[config.mk]
export PLATFORM = sky130hd
export DESIGN_NAME = ahb_arbiter_param
export DESIGN_NICKNAME = d
export VERILOG_FILES = /design/src/rtl/ahb_arb_pkg.sv /design/src/rtl/ahb_arb_pick.sv /design/src/rtl/ahb_arbiter_param.sv
export SDC_FILE = /design/constraint.sdc
export NUM_CORES = 1
export LEC_CHECK = 0
export ABC_CLOCK_PERIOD_IN_PS = 5650
export CORE_ASPECT_RATIO = 1.25
export CORE_MARGIN = 5
export CORE_UTILIZATION = 55
export DETAILED_ROUTE_END_ITERATION = 16
export GPL_ROUTABILITY_DRIVEN = 0
export PLACE_DENSITY = 0.79
export SYNTH_ARGS = -nofsm -noshare
export SYNTH_HDL_FRONTEND = slang
export SYNTH_SLANG_ARGS = --single-unit
[constraint.sdc]
create_clock -name HCLK -period 5.65 [get_ports HCLK]
set_input_delay 0.565 -clock HCLK [delete_from_list [all_inputs] [get_ports HCLK]]
set_output_delay 0.565 -clock HCLK [all_outputs]
set_load 0.02 [all_outputs]
[src/rtl/ahb_arb_pkg.sv]
// Shared types and constants for the parametrised AHB bus arbiter.
package ahb_arb_pkg;

    typedef enum logic {
        ARB_FIXED = 1'b0,
        ARB_RR    = 1'b1
    } arb_mode_e;

    localparam logic [1:0] HRESP_OKAY  = 2'b00;
    localparam logic [1:0] HRESP_ERROR = 2'b01;
    localparam logic [1:0] HRESP_RETRY = 2'b10;
    localparam logic [1:0] HRESP_SPLIT = 2'b11;

endpackage

[src/rtl/ahb_arb_pick.sv]
// Circular first-set search: returns the first eligible index at or after start, wrapping.
module ahb_arb_pick #(
    parameter int unsigned  N_MASTERS = 16,
    localparam int unsigned IW        = $clog2(N_MASTERS)
) (
    input  logic [N_MASTERS-1:0] eligible,
    input  logic [IW-1:0]        start,
    output logic [IW-1:0]        winner,
    output logic                 valid
);

    logic [IW-1:0] idx;

    always_comb begin
        winner = '0;
        valid  = 1'b0;
        idx    = '0;
        for (int unsigned off = 0; off < N_MASTERS; off++) begin
            idx = IW'((32'(start) + off) % N_MASTERS);
            if (!valid && eligible[idx]) begin
                winner = idx;
                valid  = 1'b1;
            end
        end
    end

endmodule

[src/rtl/ahb_arbiter_param.sv]
// AHB arbiter with fixed-priority or round-robin policy, lock hold and SPLIT masking.
module ahb_arbiter_param
    import ahb_arb_pkg::*;
#(
    parameter int unsigned  N_MASTERS      = 16,
    parameter int unsigned  DEFAULT_MASTER = 0,
    parameter arb_mode_e    ARB_MODE       = ARB_RR,
    localparam int unsigned IW             = $clog2(N_MASTERS)
) (
    input  logic                 HCLK,
    input  logic                 HRESETn,
    input  logic [N_MASTERS-1:0] HBUSREQx,
    input  logic [N_MASTERS-1:0] HLOCKx,
    input  logic [N_MASTERS-1:0] HSPLIT,
    input  logic [1:0]           HRESP,
    input  logic                 HREADY,
    output logic [N_MASTERS-1:0] HGRANTx,
    output logic [IW-1:0]        HMASTER,
    output logic                 HMASTLOCK
);

    localparam logic [IW-1:0]        DefIdx    = IW'(DEFAULT_MASTER);
    localparam logic [N_MASTERS-1:0] OneHotLsb = N_MASTERS'(1);

    logic [N_MASTERS-1:0] grant_q, grant_d;
    logic [N_MASTERS-1:0] split_mask_q, split_mask_d;
    logic [N_MASTERS-1:0] eligible, pick_elig, split_set;
    logic [IW-1:0]        grant_idx_q, grant_idx_d;
    logic [IW-1:0]        last_q, last_d;
    logic [IW-1:0]        hmaster_q;
    logic [IW-1:0]        rr_start, pick_start, pick_idx, win_idx;
    logic                 hmastlock_q;
    logic                 pick_valid, win_valid, rearb;

    assign eligible = HBUSREQx & ~split_mask_q;
    assign rearb    = HREADY && !HLOCKx[grant_idx_q];
    assign rr_start = (32'(last_q) == N_MASTERS - 1) ? '0 : last_q + IW'(1);

    // In round-robin the current owner is excluded so any other requester beats it.
    assign pick_elig  = (ARB_MODE == ARB_RR) ? (eligible & ~grant_q) : eligible;
    assign pick_start = (ARB_MODE == ARB_RR) ? rr_start : '0;

    ahb_arb_pick #(
        .N_MASTERS (N_MASTERS)
    ) u_pick (
        .eligible (pick_elig),
        .start    (pick_start),
        .winner   (pick_idx),
        .valid    (pick_valid)
    );

    always_comb begin
        win_idx   = pick_idx;
        win_valid = pick_valid;
        if (ARB_MODE == ARB_RR && !pick_valid && eligible[grant_idx_q]) begin
            win_idx   = grant_idx_q;
            win_valid = 1'b1;
        end
    end

    always_comb begin
        grant_idx_d = grant_idx_q;
        last_d      = last_q;
        if (rearb) begin
            if (win_valid) begin
                grant_idx_d = win_idx;
                last_d      = win_idx;
            end else begin
                grant_idx_d = DefIdx;
            end
        end
        grant_d = OneHotLsb << grant_idx_d;
    end

    always_comb begin
        split_set = '0;
        if (HRESP == HRESP_SPLIT && !HREADY) begin
            split_set[hmaster_q] = 1'b1;
        end
        // Set wins over a simultaneous release of the same master.
        split_mask_d = (split_mask_q & ~HSPLIT) | split_set;
    end

    always_ff @(posedge HCLK) begin
        if (!HRESETn) begin
            grant_q      <= OneHotLsb << DefIdx;
            grant_idx_q  <= DefIdx;
            last_q       <= DefIdx;
            hmaster_q    <= DefIdx;
            hmastlock_q  <= 1'b0;
            split_mask_q <= '0;
        end else begin
            grant_q      <= grant_d;
            grant_idx_q  <= grant_idx_d;
            last_q       <= last_d;
            split_mask_q <= split_mask_d;
            if (HREADY) begin
                hmaster_q   <= grant_idx_q;
                hmastlock_q <= HLOCKx[grant_idx_q];
            end
        end
    end

    assign HGRANTx   = grant_q;
    assign HMASTER   = hmaster_q;
    assign HMASTLOCK = hmastlock_q;

    a_grant_onehot: assert property (@(posedge HCLK) disable iff (!HRESETn)
        $onehot(grant_q));

    a_grant_locked_stable: assert property (@(posedge HCLK) disable iff (!HRESETn)
        HLOCKx[grant_idx_q] |=> $stable(grant_q));

    a_no_grant_to_masked: assert property (@(posedge HCLK) disable iff (!HRESETn)
        (rearb && |eligible) |-> eligible[grant_idx_d]);

endmodule

==> metrics.txt, run 1 <==
IR drop worst, VDD 0.000231 V; actual slew at the worst max-slew pin 1.10 ns; register area share after synthesis 18.5%; WL/cell 21.8 µm; Crit Path Max Fanout 11; fill count 746; Core Box Area 8650 µm²; final wirelength 16,700 µm; CP arrival 5.45 ns; H-tree levels 2; Die H 115 µm; relative slew slack 25.6%; total track usage 31.6%; Reg-to-Reg End HGRANTx[11]; clock sinks 45; number of CTS-inserted buffers 5; most common cell after layout, fill and taps aside clkdlybuf4s50_1; Post-synth EDFFs 0; Antenna Cells 0; element type at the critical path start register; WHS 0.534 ns; vias in the first global route 5,135; Yosys warnings 0; async set-reset flop share out of synthesis 0%; initial core utilization 56.2%; fin. max-slew vios 0; HP Class reg -> reg; Remaining Overflow, GRT 0; Max Clock Freq 192 MHz; r2r startpoint last_q[0]; Syn Area/Cell 8.24 µm²; antenna-violating nets left 0; DRT iter0 DRCs 526; share of cells above drive strength 1 9.61%; outcome completed; Clock Skew 0.0136 ns; Seq. cell area 901 µm²; Area growth, synth to finish 18.5%; dpl hpwl 13,000 µm; Hold Path Sink last_q[1]; Critical Path RT 5.88 ns; Leakage 2.09 nW; most frequent cells in the layout clkdlybuf4s50_1, nor2_1, mux2i_1; CP bufs+invs 2; min Tclk post-route 5.22 ns; CTS tree done; Reg2Reg Setup Slack 0.43 ns; first-pass GRT wire length 26,500 µm; hold_sp last_q[1]; final setup violation count 0; width of the die 94.1 µm; Power per Cell Area 636 nW/µm²; top_reg_cell synth dfxtp_1; clock-pin slew on the worst setup and hold paths 0.09 ns; Finished Cell Area 5760 µm²; slowest cell on the critical path mux4_2; Root Driver clkbuf_8; Final Net Count 704; Final period util 92.3%; top cells by area, synth dfxtp_1, mux4_2, mux2i_1, nor3b_1, nor2_1; RSZ-0062 raised after global routing false; Synth area leader dfxtp_1; Buffers on Ports 73; share of the synthesized area in the top cell type 18.5%; Gate Count Post-Synth 590; synthesized area 4860 µm²; Setup TNS 0 ns; net count after synthesis 650; CP top delay family simple AND/OR/NAND/NOR gates; Top cell by count, worst path nand3_1; DR vias 5,276; kind of critical path reg -> reg; clk_lat worst skew 0.31 ns; Clock Path Buffers 2; pin count of the biggest net entering global routing 39; DIE AREA 10,800 µm²; Cell Area, Placed 5630 µm²; area of the multi-input gates 3710 µm²; Hold Vio Cnt, Final 0; cell row count 38; via/cell ratio 6.90; max cap viols 0; hold depth 2; CP endpoint kind register; initial antenna violation count 0; Ports 74; worst reg-to-reg path cell count 15; crit-path cells ha_2, xnor2_1, inv_2, ha_1, nand2_1, xnor2_4, mux4_2, a2111o_1, nor4_1, buf_4, nand3_1, a32oi_1, a32o_1, nand3_1, nor3b_1; post-synth cell types 77; Synth Register Bits 45; critical path's largest stage delay 0.61 ns; Remaining DRCs 0; first drt pass iteration count 11
Yosys cell counts (6+ instances only):
cell	count
a211oi_1	7
a21oi_1	37
a22oi_1	7
a31oi_1	9
and2_1	14
buf_2	8
clkbuf_1	17
dfxtp_1	45
ha_1	7
inv_1	23
mux2_2	8
mux2i_1	48
mux4_2	22
nand2_1	41
nand2b_1	7
nand3_1	18
nand3b_1	6
nor2_1	53
nor2b_1	6
nor3_1	20
nor3b_1	35
nor4b_1	8
nor4bb_1	8
o21ai_0	20
o22ai_1	8
xnor2_1	7
kinds of logic (layout without fill, tap and decap cells):
logic type / count (synthesis) / after routing / share of synthesized area (%)
multiplexers: 78 / 78 / 21.9
flip-flops: 45 / 45 / 18.5
AND/OR/NAND/NOR: 247 / 247 / 29.7
adder cells (fa/ha/maj): 7 / 7 / 1.80
XOR/XNOR: 8 / 8 / 1.83
AO/OA/AOI/OAI: 146 / 146 / 21.0
buffers and inverters: 59 / 114 / 5.25
how the worst max path moves through the flow:
stage,start,slack (ns),end,cells past startpoint
CTS,last_q[0],0.29,HGRANTx[14],14
global route,last_q[0],0.07,HGRANTx[11],15
floorplan,last_q[0],0.99,HGRANTx[7],14
finish,last_q[0],0.43,HGRANTx[11],15
detailed placement,last_q[0],0.35,HGRANTx[10],14
global placement,last_q[0],0.55,HGRANTx[0],14
registers in the layout, indices dropped and copies added (netlist names):
signal        count
split_mask_q     16
grant_idx_q       4
HMASTLOCK         1
HGRANTx          16
HMASTER           4
last_q            4
power by group:
group	leakage (nW)	internal (W)	switching [W]	total, W
clock network	0.0554	0.000133	0.000118	0.000251
registers	0.364	0.000358	0.0000905	0.000448
logic	1.67	0.00115	0.00181	0.00296
total	2.09	0.00165	0.00202	0.00366
worst reg2reg max path: cells and delay by family (launching register included):
family,cells,cell delay (ns)
simple gates,5,1.20
compound gates,3,1.16
fa+ha+maj,2,0.71
mux,1,0.61
flops,1,0.55
xor+xnor,2,0.45
buf+inv,2,0.45
routing by layer:
metal,wire length (µm),up-vias,track usage [%]
met5,0,-,0
met4,1260,0,22.4
met3,1270,97,4.58
met2,7860,343,51.8
met1,6290,2466,37.6
li1,-,2370,-
area by class of cell:
type | count | share of cell area [%]
Clock buffer | 6 | 1.26
Timing Repair Buffer | 81 | 13.7
Multi-Input combinational cell | 486 | 64.5
Clock inverter | 2 | 0.673
Sequential cell | 45 | 15.6
Inverter | 25 | 1.63
Tap cell | 120 | 2.61
through the flow:
| stage | setup WS [ns] | cells | utilization [%] | power (W) |
|---|---|---|---|---|
| final | 0.433 | 765 | 66.6 | 0.00366 |
| after global routing | 0.0685 | 765 | 66.6 | 0.00389 |
| after CTS | 0.292 | 764 | 66.4 | 0.00352 |
| after detailed placement | 0.349 | 756 | 65.1 | 0.00327 |
| after global placement | 0.548 | 756 | 65.1 | 0.00323 |
| after floorplan | 0.992 | 590 | - | 0.00256 |
timing repair:
item,CTS,global route
setup buffers,0,1
gates resized for setup,0,2
setup endpoints to repair,0,17
hold buffers,0,0
(Power assumes the default switching activity.)
==> run 2, diff against run 1 <==
- CORE_UTILIZATION: 55 -> 50
- PLACE_DENSITY: 0.79 -> 0.73
==> run 2 against run 1 <==
  * Count of clock-buffer cells in the layout fell by 1
  * Utilization fell by 5.7 points
  * Non-clock buffer count rose by 3
  * Combinational power barely moved
  * Global-route usage fell by 4.2 points
  * First-iteration DRC count fell by 14%
==> metrics.txt, run 2 (synthesized netlist as in run 1, its figures left out) <==
final setup violation count 0; via/cell ratio 6.67; Antenna Cells 0; setup bufs post-CTS 0; Hold Vio Cnt, Final 0; min Tclk post-route 5.37 ns; Ports 74; fin. max-slew vios 0; busiest grt layer met2; DRT iter0 DRCs 452; clock sinks 45; clk_lat worst skew 0.29 ns; number of CTS-inserted buffers 5; first-pass GRT wire length 26,000 µm; Clock Skew 0.00773 ns; pin count of the biggest net entering global routing 28; H-tree levels 2; sequential power share 11.9%; initial antenna violation count 0; Remaining Overflow, GRT 0; total track usage 27.4%; most frequent cells in the layout clkdlybuf4s50_1, nor2_1, mux2i_1; vias in the first global route 5,078; IR drop worst, VDD 0.000273 V; met3 Use GR 4.67%; first drt pass iteration count 5; DIE AREA 11,800 µm²; antenna-violating nets left 0; P_sw 0.00200 W; worst setup path start last_q[0]; met2 usage 47.5%; r2r startpoint last_q[0]; Setup TNS 0 ns; fill count 862; final wirelength 16,500 µm; Switching Share 54.2%; Core Box Area 9560 µm²; Cell Area, Placed 5670 µm²; width of the die 98.2 µm; max cap viols 0; dpl hpwl 13,100 µm; Finished Cell Area 5820 µm²; most common cell after layout, fill and taps aside clkdlybuf4s50_1; Buffers on Ports 73; CP arrival 5.51 ns; Logic pwr share 80.2%; Finished Core Util 60.9%; clock power share 7.9%; outcome completed; actual slew at the worst max-slew pin 0.965 ns; Seq. cell area 901 µm²; clock-pin slew on the worst setup and hold paths 0.07 ns; Die H 120 µm; Power per Cell Area 634 nW/µm²; Max Clock Freq 186 MHz; Pint 0.00169 W; dpl ws 0.342 ns; Leakage 2.12 nW; RSZ-0062 raised after global routing false; WL/cell 21.3 µm; Critical path destination HGRANTx[11]; WHS 0.510 ns; initial core utilization 50.9%; Final period util 95.0%; hold-fix buffers at CTS 0; cell row count 40; share of cells above drive strength 1 10.0%; Setup WS post-layout 0.283 ns; HP Class reg -> reg; area of the multi-input gates 3710 µm²; Clock Path Buffers 2; kind of critical path reg -> reg; worst reg-to-reg path cell count 13; relative slew slack 35.6%; Area growth, synth to finish 19.7%; Root Driver clkbuf_16; Remaining DRCs 0; CTS tree done; DR vias 5,162; Reg-to-Reg End HGRANTx[11]; element type at the critical path start register; Critical Path RT 5.79 ns; met1 GRT Util 31.6%; CP endpoint kind register; Crit Path Max Fanout 11; Final Net Count 707; Reg2Reg Setup Slack 0.28 ns
==> run 2: how the worst min path moves through the flow <==
stage,startpoint,slack [ns],end,cells past startpoint
2_1_floorplan,last_q[1],0.45,last_q[1],2
3_3_place_gp,last_q[1],0.48,last_q[1],2
3_5_place_dp,last_q[1],0.49,last_q[1],2
4_1_cts,last_q[1],0.51,last_q[1],2
5_1_grt,last_q[1],0.53,last_q[1],2
6_report,last_q[1],0.51,last_q[1],2
==> run 2: through the flow <==
step / instances / total power, W
floorplan: 590 / 0.00256
global placement: 766 / 0.00326
detailed placement: 766 / 0.00330
CTS: 774 / 0.00359
global route: 774 / 0.00392
finish: 774 / 0.00369
==> run 2: repair_timing <==
action / CTS / global route
resized for setup: 0 / 1
hold endpoints to repair: 0 / 0
endpoints found under the setup margin: 0 / 17
==> run 2: metal layers <==
| layer | up-vias | wire, µm | part of all wire, % |
|---|---|---|---|
| met4 | 0 | 926 | 5.6 |
| met1 | 2406 | 6180 | 38 |
| li1 | 2377 | - | - |
| met2 | 312 | 8090 | 49 |
| met5 | - | 0 | 0 |
| met3 | 67 | 1260 | 7.7 |
==> run 2: worst max-delay path, stage by stage (launching register included) <==
cell and delay (ns):
dfxtp_1 0.54, ha_1 0.46, xnor2_1 0.18, inv_2 0.21, ha_1 0.27, nand2_1 0.18, xnor2_4 0.34, mux4_2 0.61
a2111o_1 0.41, or4_4 0.60, o32a_1 0.44, and3_1 0.24, o21ai_0 0.60, nor3b_1 0.13
==> run 2: power groups by stage <==
| stage | logic, W | clock network [W] | registers (W) |
|---|---|---|---|
| 3_5_place_dp | 0.00285 | 0 | 0.000445 |
| 4_1_cts | 0.00286 | 0.000293 | 0.000439 |
| 5_1_grt | 0.00316 | 0.000312 | 0.000446 |
| 6_report | 0.00296 | 0.000291 | 0.000440 |
| 2_1_floorplan | 0.00213 | 0 | 0.000427 |
| 3_3_place_gp | 0.00282 | 0 | 0.000443 |
==> run 2: final cells by class <==
class | instances | share of cell area [%]
tap | 126 | 2.71
clock inverter | 3 | 0.365
sequential | 45 | 15.5
timing repair buffer | 84 | 14.0
clock buffer | 5 | 2.15
inverter | 25 | 1.61
multi-input combinational | 486 | 63.7
==> run 3, diff against run 2 <==
- RECOVER_POWER: unset -> 100
==> run 3 against run 2 <==
  * Via count increased by 0.76%
  * Total power about the same
  * Routed wire length increased by 0.60%
  * Worst setup slack improved by 0.0050 ns
  * Sequential share of layout area unchanged
  * Die area unchanged
  * Combinational power about the same
  * Highest routed layer unchanged
  * Final cell count unchanged
  * Worst hold slack about the same
  * Critical endpoint unchanged
  * Non-clock buffer count unchanged
  * Register-to-register slack about the same
  * Clock skew about the same
==> metrics.txt, run 3 (synthesized netlist as in run 1, its figures left out) <==
RSZ-0062 raised after global routing false; Clock Path Buffers 2; Clock Skew 0.00741 ns; Pint 0.00168 W; first drt pass iteration count 8; min Tclk post-route 5.36 ns; Final Net Count 707; Hold Vio Cnt, Final 0; via/cell ratio 6.72; DRT iter0 DRCs 532; vias in the first global route 5,078; Buffers on Ports 73; Critical Path RT 5.79 ns; clock power share 7.9%; CTS resizes 0; Inst Count DP 766; Cell Area, Placed 5670 µm²; cell row count 40; hold-fix buffers at CTS 0; Ports 74; Remaining DRCs 0; met3 Use GR 4.67%; sequential power share 11.9%; critical path's largest stage delay 0.61 ns; fill count 862; initial core utilization 50.9%; met2 usage 47.5%; first-pass GRT wire length 26,000 µm; outcome completed; met1 GRT Util 31.6%; WL/cell 21.4 µm; Die H 120 µm; Power per Cell Area 634 nW/µm²; Top cell by count, worst path ha_1; antenna-violating nets left 0; dpl hpwl 13,100 µm; initial antenna violation count 0; clk_lat worst skew 0.29 ns; Post-Layout Cell Count 774; r2r startpoint last_q[0]; most frequent cells in the layout nor2_1, clkdlybuf4s50_1, mux2i_1; Crit Path Max Fanout 11; setup bufs post-CTS 0; Switching Share 54.4%; hold depth 2; Critical path destination HGRANTx[11]; Reg-to-Reg End HGRANTx[11]; DIE AREA 11,800 µm²; kind of critical path reg -> reg; clock-pin slew on the worst setup and hold paths 0.07 ns; Leakage 2.18 nW; H-tree levels 2; Max Clock Freq 186 MHz; Core Box Area 9560 µm²; HP Class reg -> reg; Logic pwr share 80.2%; slowest cell on the critical path mux4_2; most common cell after layout, fill and taps aside nor2_1; Area growth, synth to finish 19.7%; share of cells above drive strength 1 10.0%; Setup TNS 0 ns; actual slew at the worst max-slew pin 0.972 ns; CP endpoint kind register; fin. max-slew vios 0; crit-path cells ha_1, xnor2_1, inv_2, ha_1, nand2_1, xnor2_4, mux4_2, a2111o_1, or4_4, o32a_1, and3_1, o21ai_0, nor3b_1; WHS 0.510 ns; final setup violation count 0; total track usage 27.4%; P_sw 0.00201 W; DR vias 5,201; worst reg-to-reg path cell count 13; busiest grt layer met2; Reg2Reg Setup Slack 0.29 ns; Finished Cell Area 5820 µm²; pin count of the biggest net entering global routing 28; worst setup path start last_q[0]; CP arrival 5.51 ns; Root Driver clkbuf_16; width of the die 98.2 µm; final wirelength 16,600 µm; IR drop worst, VDD 0.000273 V; Final period util 94.9%; clock sinks 45; Remaining Overflow, GRT 0; number of CTS-inserted buffers 5; Antenna Cells 0; max cap viols 0; element type at the critical path start register; relative slew slack 35.1%; CTS tree done
==> run 3: how the worst min path moves through the flow <==
stage                         start        end  slack, ns
after floorplan           last_q[1]  last_q[1]       0.45
after global placement    last_q[1]  last_q[1]       0.48
after detailed placement  last_q[1]  last_q[1]       0.49
after CTS                 last_q[1]  last_q[1]       0.51
after global routing      last_q[1]  last_q[1]       0.53
final                     last_q[1]  last_q[1]       0.51
==> run 3: worst max-delay path: cells and delay by family (launching register included) <==
kind / cells / cell delay, ns
flops: 1 / 0.54
compound gates: 3 / 1.45
buf+inv: 1 / 0.21
simple gates: 4 / 1.15
fa+ha+maj: 2 / 0.73
xor+xnor: 2 / 0.51
mux: 1 / 0.61
==> run 3: cell type report <==
class                           count  area, µm²  share of cell area, %
Tap cell                          126        158                   2.71
Clock buffer                        5        125                   2.15
Clock inverter                      3       21.3                  0.365
Timing Repair Buffer               84        813                   14.0
Inverter                           25       93.8                   1.61
Multi-Input combinational cell    486       3710                   63.7
Sequential cell                    45        901                   15.5
==> run 3: power by group through the flow <==
stage	Combinational [W]	Clock (W)	Sequential, W
5_1_grt	0.00315	0.000312	0.000445
2_1_floorplan	0.00213	0	0.000427
4_1_cts	0.00286	0.000293	0.000439
3_3_place_gp	0.00282	0	0.000443
6_report	0.00296	0.000291	0.000439
3_5_place_dp	0.00285	0	0.000445
==> run 3: metrics by stage <==
stage	setup slack [ns]	power [W]	util (%)
2_1_floorplan	0.992	0.00256	-
3_3_place_gp	0.514	0.00326	59.3
3_5_place_dp	0.342	0.00330	59.3
4_1_cts	0.302	0.00359	60.9
5_1_grt	0.0551	0.00391	60.9
6_report	0.288	0.00369	60.9
==> run 3: per-layer routing <==
layer	wire (µm)	vias up	part of all wire, %
met5	0	-	0
met4	974	0	5.9
met3	1340	72	8.1
met2	8060	332	49
met1	6190	2423	37
li1	-	2374	-
